$ cat src/rtl/flush_station.sv
// flush_station: receives a scanner flush, issues a one-cycle flush command,
// collects the advertised number of words into a FWFT FIFO and reports status.
module flush_station #(
  parameter int unsigned DATA_W     = 8,
  parameter int unsigned FIFO_DEPTH = 16,
  parameter int unsigned TIMEOUT    = 64
) (
  input  logic              clk,
  input  logic              reset,
  input  logic              rdy_flush,
  input  logic [7:0]        mem_used,
  output logic              flush,
  input  logic [DATA_W-1:0] data_in,
  input  logic              data_valid,
  output logic              data_ready,
  output logic [DATA_W-1:0] out_data,
  output logic              out_valid,
  input  logic              out_ready,
  output logic              busy,
  output logic [7:0]        xfer_count,
  output logic              done,
  output logic              err_timeout
);

  localparam int unsigned PTR_W = $clog2(FIFO_DEPTH);
  localparam int unsigned OCC_W = PTR_W + 1;
  localparam int unsigned TMR_W = $clog2(TIMEOUT);

  typedef enum logic [2:0] {S_IDLE, S_REQ, S_RECV, S_DRAIN, S_DONE} state_t;

  state_t            state_q, state_d;
  logic              rdy_prev_q;
  logic [7:0]        target_q, target_d;
  logic [7:0]        count_q, count_d;
  logic [TMR_W-1:0]  timer_q, timer_d;
  logic              err_q, err_d;
  logic              flush_q, flush_d;
  logic              done_q, done_d;
  logic              busy_q, busy_d;
  logic [PTR_W-1:0]  wr_ptr_q, wr_ptr_d;
  logic [PTR_W-1:0]  rd_ptr_q, rd_ptr_d;
  logic [OCC_W-1:0]  occ_q, occ_d;
  logic [DATA_W-1:0] mem_q [FIFO_DEPTH];

  logic fifo_full, fifo_empty, push, pop;

  // FIFO status and handshakes; data_ready depends on registered state only
  always_comb begin
    fifo_full  = (occ_q == OCC_W'(FIFO_DEPTH));
    fifo_empty = (occ_q == '0);
    data_ready = (state_q == S_RECV) && !fifo_full;
    push       = data_ready && data_valid;
    pop        = !fifo_empty && out_ready;
    out_valid  = !fifo_empty;
    out_data   = fifo_empty ? '0 : mem_q[rd_ptr_q];
  end

  // Transfer sequencing: trigger, flush request, receive with idle timeout, drain
  always_comb begin
    state_d  = state_q;
    target_d = target_q;
    count_d  = count_q;
    timer_d  = timer_q;
    err_d    = err_q;
    unique case (state_q)
      S_IDLE: begin
        if (rdy_flush && !rdy_prev_q) begin
          state_d  = S_REQ;
          target_d = mem_used;
          count_d  = '0;
          timer_d  = '0;
          err_d    = 1'b0;
        end
      end
      S_REQ:   state_d = (target_q == '0) ? S_DRAIN : S_RECV;
      S_RECV: begin
        if (push) begin
          count_d = count_q + 8'd1;
          timer_d = '0;
          if (count_q + 8'd1 == target_q) state_d = S_DRAIN;
        end else if (timer_q == TMR_W'(TIMEOUT - 1)) begin
          err_d   = 1'b1;
          state_d = S_DRAIN;
        end else begin
          timer_d = timer_q + TMR_W'(1);
        end
      end
      S_DRAIN: if (fifo_empty) state_d = S_DONE;
      S_DONE:  state_d = S_IDLE;
      default: state_d = S_IDLE;
    endcase
    flush_d = (state_d == S_REQ);
    done_d  = (state_d == S_DONE);
    busy_d  = (state_d != S_IDLE);
  end

  // FIFO pointer and occupancy update
  always_comb begin
    wr_ptr_d = push ? wr_ptr_q + PTR_W'(1) : wr_ptr_q;
    rd_ptr_d = pop  ? rd_ptr_q + PTR_W'(1) : rd_ptr_q;
    occ_d    = occ_q;
    if (push && !pop)      occ_d = occ_q + OCC_W'(1);
    else if (!push && pop) occ_d = occ_q - OCC_W'(1);
  end

  // State and status registers
  always_ff @(posedge clk or negedge reset) begin
    if (!reset) begin
      state_q    <= S_IDLE;
      rdy_prev_q <= 1'b0;
      target_q   <= '0;
      count_q    <= '0;
      timer_q    <= '0;
      err_q      <= 1'b0;
      flush_q    <= 1'b0;
      done_q     <= 1'b0;
      busy_q     <= 1'b0;
      wr_ptr_q   <= '0;
      rd_ptr_q   <= '0;
      occ_q      <= '0;
    end else begin
      state_q    <= state_d;
      rdy_prev_q <= rdy_flush;
      target_q   <= target_d;
      count_q    <= count_d;
      timer_q    <= timer_d;
      err_q      <= err_d;
      flush_q    <= flush_d;
      done_q     <= done_d;
      busy_q     <= busy_d;
      wr_ptr_q   <= wr_ptr_d;
      rd_ptr_q   <= rd_ptr_d;
      occ_q      <= occ_d;
    end
  end

  // FIFO storage; contents are don't-care while unoccupied
  always_ff @(posedge clk) begin
    if (push) mem_q[wr_ptr_q] <= data_in;
  end

  assign flush       = flush_q;
  assign done        = done_q;
  assign busy        = busy_q;
  assign xfer_count  = count_q;
  assign err_timeout = err_q;

endmodule
$ cat config.mk
export PLATFORM = sky130hd
export DESIGN_NAME = flush_station
export DESIGN_NICKNAME = d
export VERILOG_FILES = /design/src/rtl/flush_station.sv
export SDC_FILE = /design/constraint.sdc
export NUM_CORES = 1
export LEC_CHECK = 0
export BUFFER_PORTS_ARGS = -buffer_cell sky130_fd_sc_hd__buf_2
export CORE_MARGIN = 5
export CORE_UTILIZATION = 45
export CTS_CLUSTER_DIAMETER = 60
export CTS_CLUSTER_SIZE = 30
export DETAILED_ROUTE_END_ITERATION = 10
export GPL_TIMING_DRIVEN = 0
export PLACE_DENSITY = 0.7
export SKIP_CTS_REPAIR_TIMING = 1
export SLEW_MARGIN = 30
export SYNTH_ARGS = -nofsm -noshare
export SYNTH_HDL_FRONTEND = slang
export SYNTH_SLANG_ARGS = --single-unit
$ cat constraint.sdc
create_clock -name clk -period 3.3 [get_ports clk]
set_input_delay 0.66 -clock clk [delete_from_list [all_inputs] [get_ports clk]]
set_output_delay 0.66 -clock clk [all_outputs]
set_load 0.005 [all_outputs]
# --- Word level (Yosys, flattened, before mapping) ---
# Memory sizes are Yosys's and may differ from the RTL's.
# Index checks and enable logic that the tools add are counted.
totals:
  output_inout_bits: 22
  elab_cells: 76
  n_memories: 1
  regBits: 43
  input_bits: 21
  ram_bits: 128
classes:
  n_mux: 23
  addsub: 6
  reduce_logical: 21
  n_eq_ne: 13
mem_list:
  columns: ["name", "words", "word_bits", "rd", "rd_ports_with_merged_regs", "wr", "line", "source"]
  rows:
  - ["mem_q", 16, 8, 1, 0, 1, "43", "logic [DATA_W-1:0] mem_q [FIFO_DEPTH];"]
ops:
  columns: ["cell", "count"]
  rows:
  - ["$mux W8", 3]
  - ["$mux W6", 3]
  - ["$pmux W8 S2", 1]
  - ["$mux W3", 5]
  - ["$pmux W3 S4", 1]
  - ["$pmux W6 S2", 1]
  - ["$mux W5", 2]
  - ["$add A4 B1 Y4 const B", 2]
  - ["$add A8 B1 Y8 const B", 1]
  - ["$eq A8 B8 Y1", 1]
  - ["$logic_not A8 Y1", 1]
  - ["$add A6 B1 Y6 const B", 1]
  - ["$eq A3 B1 Y1 const B", 2]
  - ["$eq A3 B2 Y1 const B", 2]
  - ["$eq A6 B6 Y1 const B", 1]
  - ["$logic_and A1 B1 Y1", 6]
  - ["$mux W1", 6]
  - ["$ne A2 B2 Y1 const B", 3]
  - ["$reduce_and A3 Y1", 2]
  - ["$add A5 B1 Y5 const B", 1]
  - ["$eq A5 B5 Y1 const B", 1]
  - ["$logic_not A1 Y1", 5]
  - ["$logic_not A5 Y1", 1]
  - ["$sub A5 B1 Y5 const B", 1]
  - ["other kinds (9)", 10]

# --- Logic depth before layout (Yosys ltp) ---
# Gate-level depths: netlist of the first run.
logic_depth:
  depth_word: 8
  depth_mapped: 13
  ltp_nobuf: 13

# --- Least setup slack after synthesis of the first run ---
# No wires, ideal clock.
synth_path:
  path_kind: "register to register"
  start: "reg occ_q[1]"
  end: "reg occ_q[4]"
  period_less_slack_ns: 3.035
  stages_incl_launch_ff: 14
  t_required_ns: 3.220
  t_arrival_ns: 2.955
  path_buffers: 0
  path_slack_ns: 0.265
  setup_ns: 0.080
  path_cell_list: "dfrtp_1 or4_1 nor2_1 inv_1 and2_1 inv_1 ha_1 inv_1 ha_1 nor2b_1 o21a_1 or3_1 a21oi_1 xnor2_1"
synth_via:
  elab_cells_between_ends: 16
  classes_between: "add/sub: 2; eq/ne: 1; mux: 2; reduce/logical: 11"
synth_lines:
  columns: ["item", "line", "source"]
  rows:
  - ["start: declaration", "42", "logic [OCC_W-1:0] occ_q, occ_d;"]
  - ["start signal: assignment", "120", "occ_q <= '0;"]
  - ["start signal: assignment", "133", "occ_q <= occ_d;"]
  - ["$logic_not A5 Y1 (*)", "50", "fifo_empty = (occ_q == '0);"]
  - ["$logic_not A1 Y1 (*)", null, null]
  - ["named net out_valid", "17", "output logic out_valid,"]
  - ["$logic_and A1 B1 Y1 (*)", "53", "pop = !fifo_empty && out_ready;"]
  - ["$logic_not A1 Y1", "102", "if (push && !pop) occ_d = occ_q + OCC_W'(1);"]
  - ["$logic_and A1 B1 Y1", "102", null]
  - ["$mux W5 / $reduce_bool A2 Y1 (equally long branches)", null, null]
# Mark *: on every way through the listed nets, which the timed path passes. The rest lies on a longest branch. The select of a mux whose other input is x is not followed.
# A chain may end at the register's enable or synchronous reset.

# --- Final worst setup path of the first run ---
layout_path:
  start: "reg occ_q[1]"
  end: "reg occ_q[4]"
layout_via:
  elab_chain_cells: 7
  elab_cells_between_ends: 16
  classes_between: "add/sub: 2; eq/ne: 1; mux: 2; reduce/logical: 11"
layout_rtl:
  columns: ["item"]
  rows:
  - ["parallel branches: the longest is 7 deep, another holds $sub A5 B1 Y5"]
# Parallel ways; which one is timed is not known. The select of a mux whose other input is x is not followed.

==> results of run 1 <==
[routing by layer]
metal | vias to the layer above | track usage [%] | part of all wire, %
met5 | - | 0 | 0
met4 | 0 | 4.703 | 0.58
met3 | 7 | 3.860 | 3.9
met2 | 92 | 27.90 | 54
met1 | 2028 | 20.86 | 42
li1 | 1779 | - | -
[synth_stat cells (2+ instances only)]
master	count	share of area, %
buf_1	4	0.21
and3_1	9	0.78
nor4_1	3	0.26
nor3b_1	4	0.42
inv_1	12	0.62
nand4_1	5	0.43
nor3_1	3	0.21
edfxtp_1	128	53
clkbuf_1	5	0.26
and4_1	5	0.61
a21oi_1	9	0.62
or3_1	2	0.17
a31oi_1	2	0.17
ha_1	11	1.9
nand2_1	21	1.1
nor2_1	11	0.57
buf_2	3	0.21
nor2b_1	7	0.61
o21a_1	2	0.21
nand3_1	5	0.35
o21ai_0	17	1.2
mux2_2	9	1.4
o31ai_1	4	0.42
mux2i_1	2	0.28
a22o_1	2	0.24
xnor2_1	15	1.8
dfrtp_1	43	15
xor2_1	7	0.85
and2_1	14	1.2
mux4_2	40	12
buf_6	3	0.47
[worst max-delay path, delay by kind of cell (launching register included)]
kind,cells,cell delay (ps)
AOI/OAI and AO/OA,2,370
xor gates and xnor gates,1,130
adders and majority gates,2,470
buffers and inverters,3,280
DFF,1,440
and+or+nand+nor,5,1430
[path summary, 6_finish.rpt]
path / endpoint / start / slack, ps
worst max-delay path: occ_q[4] / occ_q[1] / 90
worst min-delay path: flush / reset / 230
worst max register to register: occ_q[4] / occ_q[1] / 90
worst min register to register: err_timeout / err_timeout / 510
max in group asynchronous: occ_q[1] / reset / 2660
min in group clk: rdy_prev_q / rdy_flush / 350
[final cells by class]
| type | count | area, um^2 |
|---|---|---|
| repair buffers | 45 | 235.2 |
| well taps | 216 | 270.3 |
| clock inverters | 15 | 192.7 |
| plain buffers | 15 | 101.3 |
| clock buffers | 17 | 425.4 |
| multi-input cells | 222 | 2221 |
| inverters | 12 | 47.55 |
| fillers | 1263 | 7412 |
| flip-flops and latches | 171 | 4922 |
[where the power goes]
group          switching, mW  total (mW)  internal (mW)
combinational           1.07        2.20           1.13
clock                  0.848        2.06           1.21
sequential             0.219        2.80           2.58
total                   2.14        7.05           4.91
[sequential cells by signal, indices dropped and copies added (netlist names)]
signal,cells
target_q,8
err_timeout,1
state_q,3
done,1
timer_q,6
occ_q,5
mem_q,128
rdy_prev_q,1
wr_ptr_q,4
busy,1
flush,1
rd_ptr_q,4
xfer_count,8
[through the flow]
stage / total power, mW / instance area, um^2 / setup slack (ps) / hold slack, ps
detailed placement: 5.004 / 7721 / -253.1 / 504.7
finish: 7.053 / 8416 / 87.81 / 226.6
CTS: 7.059 / 8339 / -337.4 / 333.6
floorplan: 4.344 / 7221 / 265.3 / 364.4
global placement: 4.922 / 7701 / -207.9 / 481.0
global route: 7.449 / 8416 / 7.538 / 258.1
[logic make-up after synthesis]
kind of cell / Yosys count / share of synthesized area (%)
compound gates: 46 / 4.055
xor+xnor: 22 / 2.669
fa+ha+maj: 12 / 2.183
buf+inv: 28 / 1.871
flops: 171 / 68.13
mux: 51 / 14.16
simple gates: 91 / 6.931
==> results.toml, run 1 <==
[place]
hpwl_mm = 9.457
dpl.cell_count = 679
portBuffers = 42
gp_congestion = 0.7520

[logic_synthesis]
synth_edf_count = 128
synth_area_um2 = 7221
synth_cell_types = 45
synth_nets = 454
syn_area_per_cell_um2 = 17.15
async_flop_share_pct = 25.15
seq_area_frac_synth_pct = 68.13
synth_seq_cells = 171
ys_warn_count = 0
syn_inst = 421
ys.flop_type = "edfxtp_1"

[timing]
setup_violations = 0
fin_tns_setup_ps = 0
period_needed_ps = 3212
clock_skew_ps = 9.180
rsz0062_at_grt = "false"
slew_viol_final = 0
hold_viol = 0
slew_headroom_pct = 42.74
fmax_ghz = 0.3113
post-route-period-util_pct = 97.34
worst_pin_slew_ps = 858.9

[die]
die_area_um2 = 18680
die_w_um = 136.7
coreArea_um2 = 15830
die_y_um = 136.7
initial_core_util_pct = 45.62
num_rows = 46
ioPinCount = 43

[critical_path]
slowest_stage = "or4_4"
reg2regPathDepth = 13
worst_setup_path_end_kind = "flop"
path_class = "reg -> reg"
critical-path-max-stage-delay_ps = 590
path_cells = "or4_4, nor2_4, inv_4, and2_1, inv_2, ha_4, inv_1, ha_1, nor2b_1, o21a_1, or3_1, a21oi_1, xnor2_1"
required_ps = 3640
crit_fanout = 10
worstPathArrival_ps = 3550
worstSetupStartpointType = "flop"

[flow_run]
maxCapViolations = 0

[power]
power.density_nw_per_um2 = 838.1
p_leak_nw = 3.037
vdd.ir_drop.worst_uv = 531.9

[drt]
wirelength_mm = 13.82
drt_pass1_iterations = 5
via_per_inst = 5.478
wl_per_cell_um = 19.38
route.detailed.drc = 0
ant_nets = 0
num_vias = 3906
drt-initial-drc-count = 221

[global_route]
grt_usage_pct = 16.31
overflow = 0
grt_antenna_before_repair = 0
grt_pass1_vias = 4158
grt_max_degree = 44
grt_pass1_wl_mm = 22.83

[layout]
final_common_cell = "edfxtp_1"
final_cell_mix = "128 x edfxtp_1, 45 x buf_2, 41 x dfrtp_1"
post-route-util_pct = 53.17
finalNonFillerCells = 713
finalNetCount = 517
area_growth_syn_to_layout_pct = 16.55
drive_gt1_share_pct = 29.58
antennaDiodeCount = 0

[clock_tree]
cts_root_buf = "clkbuf_16"
cts_sinks = 171
clk_pin_slew_ps = 70
cts_buffer_depth = 2
h-tree-depth = 4
worstSkewPairLatency_ps = 420
cts_tree = "yes"
cts_made_buffers = 17

[outcome]
status = "finished, final reports clean"

[worst_hold_path]
hp-class = "in -> async"
(Power assumes the default switching activity.)
==> inputs of run 2 (changes only) <==
Settings changed: CORE_MARGIN 5 to not set, CTS_CLUSTER_DIAMETER 60 to not set, MAX_ROUTING_LAYER set to met4.
==> run 2 against run 1 <==
Against the previous run:
- hold slack got worse by 2.3 ps
- sequential cell count did not move
- sequential power barely moved
- setup slack got worse by 14 ps
- wire length is 1.4% lower
- cell count decreased by 0.56%
- non-clock buffer count grew 2
- clock-buffer cell count up 1
- global-route usage up 2.2 points
- core utilization up 1.2 points
- die area shrank 11%
- critical endpoint unchanged
- largest cell class unchanged
==> results.toml, run 2 (synthesized netlist as in run 1, its figures left out) <==
[outcome]
status = "finished, final reports clean"

[drt]
via_per_inst = 5.453
drt-initial-drc-count = 294
wirelength_mm = 13.63
num_vias = 3866
drt_pass1_iterations = 4
ant_nets = 0
route.detailed.drc = 0
wl_per_cell_um = 19.22

[timing]
rsz0062_at_grt = "true"
slew_viol_final = 0
setup_violations = 0
slew_headroom_pct = 37.95
worst_pin_slew_ps = 930.8
post-route-period-util_pct = 97.76
fin_tns_setup_ps = 0
timing.hold.ws_ps = 224.4
period_needed_ps = 3226
fin_ws_ps = 74.05
hold_viol = 0
clock_skew_ps = 7.109
fmax_ghz = 0.3100

[layout]
fillers = 1217
finalNetCount = 519
finalInstanceArea_um2 = 8384
antennaDiodeCount = 0
regMostFlops = "mem_q"
area_growth_syn_to_layout_pct = 16.12
post-route-util_pct = 54.35
finalNonFillerCells = 709
final_common_cell = "edfxtp_1"
final_cell_mix = "128 x edfxtp_1, 44 x buf_2, 42 x dfrtp_1"
drive_gt1_share_pct = 29.92
largest_reg_flops = 128
multi_input_area_um2 = 2226
regArea_um2 = 4921

[global_route]
grt_pass1_vias = 3887
grt_antenna_before_repair = 0
grt_usage_pct = 18.52
grt_pass1_wl_mm = 21.46
overflow = 0
grt_max_degree = 44

[die]
die_w_um = 128.7
num_rows = 45
die_y_um = 128.7
ioPinCount = 43
coreArea_um2 = 15430
initial_core_util_pct = 46.80
die_area_um2 = 16560

[place]
dpl_worst_slack_ps = -355.9
hpwl_mm = 9.247
portBuffers = 42
gp_congestion = 0.8346
dpl_cell_area_um2 = 7725
dpl.cell_count = 675

[critical_path]
path_common_cell = "inv_4"
critPathBufInv = 3
required_ps = 3640
slowest_stage = "or4_4"
crit_fanout = 10
critical-path-max-stage-delay_ps = 590
crit_family = "simple AND/OR/NAND/NOR gates"
worst_setup_path_end_kind = "flop"
path_cells = "or4_4, nor2_4, inv_4, and2_2, inv_4, ha_4, inv_1, ha_1, nor2b_1, o21a_1, or3_1, a21oi_2, xnor2_1"
path_class = "reg -> reg"
worstSetupStartpointType = "flop"
worstPathArrival_ps = 3560

[clock_tree]
cts_buffer_depth = 2
cts_tree = "yes"
clk_pin_slew_ps = 60
worstSkewPairLatency_ps = 420
cts_root_buf = "clkbuf_16"
cts_sinks = 171
h-tree-depth = 4
cts_made_buffers = 17

[flow_run]
maxCapViolations = 0

[power]
totalPowerFinal_mw = 6.965
swShare_pct = 29.89
pwr-share-seq_pct = 40.2
vdd.ir_drop.worst_uv = 475.8
p_switching_mw = 2.082
pwr-share-clk_pct = 28.2
pwr-share-comb_pct = 31.6
p_int_mw = 4.883
p_leak_nw = 3.023
power.density_nw_per_um2 = 830.7

[worst_hold_path]
hp-class = "in -> async"
## run 2: changes by cell type in the layout (fill, tap and decap cells not counted), moves of 2 or more
cell,change
clkinvlp_4,+2
buf_4,+3
clkinv_4,-4
clkinv_2,+3
buf_8,-2
## run 2: power by group through the flow
| stage | Clock [mW] | Combinational [mW] | Sequential [mW] |
|---|---|---|---|
| floorplan | 0 | 1.58 | 2.76 |
| finish | 1.96 | 2.20 | 2.80 |
| global route | 2.07 | 2.41 | 2.84 |
| global placement | 0 | 2.10 | 2.80 |
| CTS | 1.99 | 2.19 | 2.78 |
| detailed placement | 0 | 2.17 | 2.82 |
## run 2: cell type report
cell class | instances | share of cell area [%]
multi-input combinational | 222 | 26.55
timing repair buffer | 47 | 2.985
buffer | 15 | 1.104
tap | 211 | 3.149
clock inverter | 13 | 1.806
sequential | 171 | 58.69
inverter | 12 | 0.5969
clock buffer | 18 | 5.119
## run 2: worst paths after layout
| check | from | endpoint | slack (ps) | cells after the start |
|---|---|---|---|---|
| worst max register to register | occ_q[1] | occ_q[4] | 70 | 13 |
| max in group asynchronous | reset | occ_q[0] | 2650 | 1 |
| worst max-delay path | occ_q[1] | occ_q[4] | 70 | 13 |
| worst min register to register | timer_q[0] | timer_q[0] | 530 | 1 |
| min in group clk | rdy_flush | rdy_prev_q | 360 | 1 |
| worst min-delay path | reset | rd_ptr_q[2] | 220 | 1 |
## run 2: worst register-to-register path, delay by kind of cell (launching register included)
family	cells	cell delay [ps]
fa+ha+maj	2	480
buf+inv	3	260
compound gates	2	350
simple gates	5	1500
flops	1	420
xor+xnor	1	130
## run 2: metal layers
metal,GRT usage [%],wire length [um]
met1,23.78,6078
met4,7.197,212
met3,4.075,392
met5,-,0
met2,28.87,6940
